--- src/rtl/inst_fetch.sv ---
// rtl/inst_fetch.sv - instruction fetch with 2-entry queue; define INST_FETCH_COUNT_EN to add the num_inst counter
module inst_fetch #(
  parameter logic [7:0] RESET_PC = 8'h00
) (
  input  logic        clk,
  input  logic        reset_cpu_n,
  input  logic        cpu_enable,
  output logic        imem_req,
  output logic [7:0]  imem_addr,
  input  logic [15:0] imem_rdata,
  input  logic        redirect,
  input  logic [7:0]  redirect_target,
  output logic        inst_valid,
  input  logic        inst_ready,
  output logic [15:0] inst,
  output logic [7:0]  inst_pc,
  output logic [7:0]  PC_below8bit
`ifdef INST_FETCH_COUNT_EN
  ,
  output logic [15:0] num_inst
`endif
);

  logic [7:0]  pc_q, pc_d;
  logic [1:0]  count_q, count_d;
  logic        rd_ptr_q, rd_ptr_d;
  logic        wr_ptr_q, wr_ptr_d;
  logic        inflight_q, inflight_d;
  logic        drop_q, drop_d;
  logic [7:0]  req_addr_q, req_addr_d;
  logic [7:0]  fifo_pc_q [2];
  logic [7:0]  fifo_pc_d [2];
  logic [15:0] fifo_inst_q [2];
  logic [15:0] fifo_inst_d [2];

  logic       pop;
  logic       push;
  logic [2:0] occupancy;

  // Handshake, request throttling and head-of-queue outputs
  always_comb begin
    inst_valid   = cpu_enable & (count_q != 2'd0);
    pop          = inst_valid & inst_ready;
    // Slots already committed (queued plus in flight) once this cycle's pop retires.
    occupancy    = {1'b0, count_q} + {2'b0, inflight_q} - {2'b0, pop};
    imem_req     = reset_cpu_n & cpu_enable & ~redirect & (occupancy < 3'd2);
    imem_addr    = pc_q;
    PC_below8bit = pc_q;
    inst         = fifo_inst_q[rd_ptr_q];
    inst_pc      = fifo_pc_q[rd_ptr_q];
    // A response landing in a redirect cycle belongs to the abandoned path.
    push         = inflight_q & ~drop_q & ~redirect;
  end

  // Next-state for PC, in-flight tracking and the queue
  always_comb begin
    pc_d        = pc_q;
    count_d     = count_q;
    rd_ptr_d    = rd_ptr_q;
    wr_ptr_d    = wr_ptr_q;
    inflight_d  = imem_req;
    req_addr_d  = req_addr_q;
    drop_d      = redirect & inflight_q;
    fifo_pc_d   = fifo_pc_q;
    fifo_inst_d = fifo_inst_q;

    if (imem_req) begin
      req_addr_d = pc_q;
    end

    if (push) begin
      fifo_pc_d[wr_ptr_q]   = req_addr_q;
      fifo_inst_d[wr_ptr_q] = imem_rdata;
    end

    if (redirect) begin
      // Any pop this cycle has already been seen by decode; the flush follows it.
      pc_d     = redirect_target;
      count_d  = 2'd0;
      rd_ptr_d = 1'b0;
      wr_ptr_d = 1'b0;
    end else begin
      if (imem_req) begin
        pc_d = pc_q + 8'd1;
      end
      wr_ptr_d = wr_ptr_q ^ push;
      rd_ptr_d = rd_ptr_q ^ pop;
      count_d  = count_q + {1'b0, push} - {1'b0, pop};
    end
  end

  // State registers with asynchronous reset
  always_ff @(posedge clk or negedge reset_cpu_n) begin
    if (!reset_cpu_n) begin
      pc_q        <= RESET_PC;
      count_q     <= 2'd0;
      rd_ptr_q    <= 1'b0;
      wr_ptr_q    <= 1'b0;
      inflight_q  <= 1'b0;
      drop_q      <= 1'b0;
      req_addr_q  <= 8'h00;
      fifo_pc_q   <= '{default: 8'h00};
      fifo_inst_q <= '{default: 16'h0000};
    end else begin
      pc_q        <= pc_d;
      count_q     <= count_d;
      rd_ptr_q    <= rd_ptr_d;
      wr_ptr_q    <= wr_ptr_d;
      inflight_q  <= inflight_d;
      drop_q      <= drop_d;
      req_addr_q  <= req_addr_d;
      fifo_pc_q   <= fifo_pc_d;
      fifo_inst_q <= fifo_inst_d;
    end
  end

`ifdef INST_FETCH_COUNT_EN
  logic [15:0] num_inst_q, num_inst_d;

  // Delivered-instruction count, wraps naturally at 16 bits
  always_comb begin
    num_inst_d = num_inst_q + {15'd0, pop};
  end

  // Counter register
  always_ff @(posedge clk or negedge reset_cpu_n) begin
    if (!reset_cpu_n) begin
      num_inst_q <= 16'h0000;
    end else begin
      num_inst_q <= num_inst_d;
    end
  end

  assign num_inst = num_inst_q;
`endif

endmodule

--- config.mk ---
export PLATFORM = sky130hd
export DESIGN_NAME = inst_fetch
export DESIGN_NICKNAME = d
export VERILOG_FILES = /design/src/rtl/inst_fetch.sv
export SDC_FILE = /design/constraint.sdc
export NUM_CORES = 1
export LEC_CHECK = 0
export CAP_MARGIN = 0
export CORE_UTILIZATION = 25
export CTS_BUF_LIST = sky130_fd_sc_hd__clkbuf_16
export DETAILED_ROUTE_END_ITERATION = 8
export RECOVER_POWER = 25
export SETUP_SLACK_MARGIN = 0.05
export SYNTH_ARGS = -nofsm -noshare
export SYNTH_HDL_FRONTEND = slang
export SYNTH_SLANG_ARGS = --single-unit
export TNS_END_PERCENT = 5
--- constraint.sdc ---
create_clock -name clk -period 8.8 [get_ports clk]
set_clock_uncertainty 0.2 [all_clocks]
set_input_delay 2.2 -clock clk [delete_from_list [all_inputs] [get_ports clk]]
set_output_delay 2.2 -clock clk [all_outputs]
set_load 0.02 [all_outputs]
==> summary.txt <==
Synth
  – Gate Count Post-Synth: roughly 250
  – Synth Area in Compound Gates: approximately 4.4%
  – Proportion of synthesized area in mux cells: about a quarter
  – Post-Syn Nets: about 280
  – Synth Area in XOR/XNOR: around 1.4%
  – Simple-gate share of the synthesized area: about 6.8%
  – Main synth FF type: dfrtp_1
  – Async SR Flop Fraction: 100%
  – Largest family of logic cells by synthesized area: multiplexers
  – Synth cell types: 33
  – Post-synthesis sequential area ratio: 54.2%
  – Synth Warn #: 0
  – Adder-cell area share of the yosys netlist: approximately 2.9%
  – Synth Cell Area: 3230 um2
  – Post-synthesis register bit count: 70
  – Number of flops mapped to enable cells by yosys: 0
  – Mean Syn Cell Area: around 13 um2

Power
  – Pwr dens: 263 nW/um2
  – Leakage: just under 0.002 uW
  – Maximum VDD drop: ~0.08 mV

Global route
  – Total overflow reported by the global router: 0
  – Number of antenna violations at the first check in global routing: 0
  – Largest net degree at the start of global routing: 71
  – First-pass GRT wire length: between 10 and 15 mm
  – Tot GR Track Use: a little over a tenth
  – Vias in the first global route: roughly 2200

Worst setup path
  – CP max stage delay: between 0.6 and 0.7 ns
  – Critical path's top delay family: buffers and inverters
  – Buf/Inv on CP: 3
  – Worst path slowest cell: clkdlybuf4s50_1
  – Reg2reg end: PC_below8bit[5]
  – Cell chain of the critical path: clkdlybuf4s50_1 -> o21a_1 -> and2_1 -> ha_1 -> nand2b_1 -> fa_1 -> nand4b_4 -> or2_1 -> inv_4 -> clkdlybuf4s50_1
  – Critical Path AT: just over 5 ns
  – Reg2reg setup slack: approximately 5.5 ns
  – Startpoint types: input port
  – WP data required: roughly 6.4 ns
  – Endpoint class of the critical path: output port
  – Worst Reg-to-Reg Cells: 9
  – R2r startpoint: count_q[1]
  – Critical path class: in -> out
  – Worst-path maximum fanout: 14
  – Critical path's most frequent cell: clkdlybuf4s50_1

Cells and area
  – Layout cells sized above 1: 29.6%
  – Area delta synth->final: 35.1%
  – # diodes: 0
  – Final Net Count: between 300 and 400
  – Utilization after layout: 34.6%

Clocking
  – Post-CTS Setup Bufs: 0
  – CTS buffer count: 9
  – Clock-pin slew on the worst setup and hold paths: roughly 0.060 ns
  – TritonCTS clock tree: yes
  – CTS sink cnt: 70
  – CTS Root Cell: clkbuf_16
  – CTS-repair resized insts: 0
  – H-Tree Depth: 3
  – Worst skew pair latency: between 0.3 and 0.4 ns
  – Hold buffers post-CTS: 0
  – Longest Clk Path Bufs: 2

Worst hold path
  – Min-Delay Path Depth: 2
  – Hold EP: req_addr_q[2]
  – Min-delay worst type: reg -> reg
  – Worst hold start: req_addr_q[2]

Die
  – Core area: 12600 um2
  – Die Width: roughly 120 um
  – Num ports: 71
  – Initial core utilization: approximately a quarter
  – # rows: just over 40
  – Die area: 13400 um2
  – Die height: approximately 120 um

Routing
  – Post-route DRC: 0
  – Post-route ant nets: 0
  – Initial DRC count: 54
  – 1st-pass router iterations: 4
  – Number of vias per cell: ~4.3
  – Post-Route WL: about 6.6 mm
  – Via count: approximately 2100
  – Routed length per instance: roughly 13 um

Flow run
  – Max-Cap Viols: 1

STA
  – RSZ-0062 raised after global routing: no
  – Fin. max-slew vios: 71
  – Final Cycle Share: 86.2%
  – Worst Tran Pin Value: between 3 and 4 ns
  – Highest Clock Rate: roughly 130 MHz
  – Tmin final: around 7.6 ns
  – Endpoints failing setup: 0
  – Setup TNS: 0 ns
  – Max-slew headroom: -146%
  – Final Hold Viols: 0

Placed design
  – Detailed-placement wirelength estimate: around 4.3 mm
  – GP Congestion: 0.769
  – Port Buf Inserts: 70

Run status
  – Status: complete, but fails checks
  – Failing checks: max-capacitance violations, max-slew violations
## cell families (layout without fill, tap and decap cells)
family,count (synthesis),count (layout)
flops,70,70
buf+inv,30,100
xor+xnor,5,5
compound gates,19,19
mux,72,72
fa+ha+maj,7,7
simple gates,45,45
## flip-flops by register name, indices dropped and copies added (netlist names)
signal / cells
req_addr_q: 8
wr_ptr_q: 1
fifo_pc_q: 16
rd_ptr_q: 1
PC_below8bit: 8
fifo_inst_q: 32
count_q: 2
drop_q: 1
inflight_q: 1
## final cells by class
class / instances / area [um2]
Inverter: 9 / 36.3
Sequential cell: 70 / 1750
Tap cell: 172 / 215
Timing Repair Buffer: 75 / 728
Clock buffer: 9 / 225
Clock inverter: 7 / 95.1
Multi-Input combinational cell: 148 / 1310
Fill cell: 1293 / 8260
## synth_stat cells, drive strengths merged, types with 2 or more instances
master	number	area (um2)
ha	6	75.1
buf	15	108
a21bo	2	20.0
xnor2	3	26.3
nand3	3	15.0
mux2	72	811
nor3	3	15.0
xor2	2	17.5
and3	2	12.5
nand2	24	90.1
nor2	5	18.8
a221o	5	50.1
dfrtp	70	1750
clkbuf	6	22.5
inv	9	36.3
o21ai	8	40.0
## how the worst max path moves through the flow
stage	slack, ns	endpoint	start	cells after the start
2_1_floorplan	2.20	imem_req	cpu_enable	10
3_3_place_gp	1.24	imem_req	cpu_enable	10
5_1_grt	1.07	imem_req	cpu_enable	10
4_1_cts	1.19	imem_req	cpu_enable	10
6_report	1.22	imem_req	cpu_enable	10
3_5_place_dp	1.19	imem_req	cpu_enable	10
## layout by cell type, fill, tap and decap left out, types with 2 or more instances in the layout
cell type,synthesis,routed
nor2_1,5,5
nand2_1,24,24
inv_1,8,8
a21bo_1,2,2
bufinv_16,0,2
xnor2_1,3,3
inv_6,0,2
clkbuf_16,0,9
clkdlybuf4s50_1,0,69
nand3_1,3,3
xor2_1,2,2
clkinv_2,0,2
a221o_1,5,5
and3_1,2,2
o21ai_1,6,6
dfrtp_1,70,70
clkbuf_1,6,2
buf_4,8,4
ha_1,6,6
o21ai_0,2,2
mux2_2,72,72
nor3_1,3,3
## worst reg2reg max path, delay by kind of cell (launching register included)
| kind | cells | cell delay (ns) |
|---|---|---|
| DFF | 1 | 0.44 |
| adders and majority gates | 2 | 0.81 |
| and+or+nand+nor | 3 | 0.46 |
| AOI/OAI and AO/OA | 4 | 1.23 |
## power by group
part	internal [uW]	switching [uW]
clock network	249	135
logic	187	147
registers	392	39.0
## layer usage
metal  GRT usage (%)  vias to the layer above  wire length, um
met5               0                        -                0
met4            4.87                        0               95
met3            3.14                        8              407
met2            17.6                       61             3090
met1            13.5                     1029             3000
li1                -                      985                -
## through the flow
step	hold slack [ns]	cells	cell area (um2)	setup slack, ns	total power [uW]
floorplan	0.255	248	3230	2.20	628
global placement	0.272	474	4050	1.24	770
detailed placement	0.287	474	4050	1.19	778
CTS	0.304	490	4370	1.19	1170
global route	0.317	490	4360	1.07	1220
finish	0.298	490	4360	1.22	1150
No activity file was read; power rests on OpenSTA's default activity.
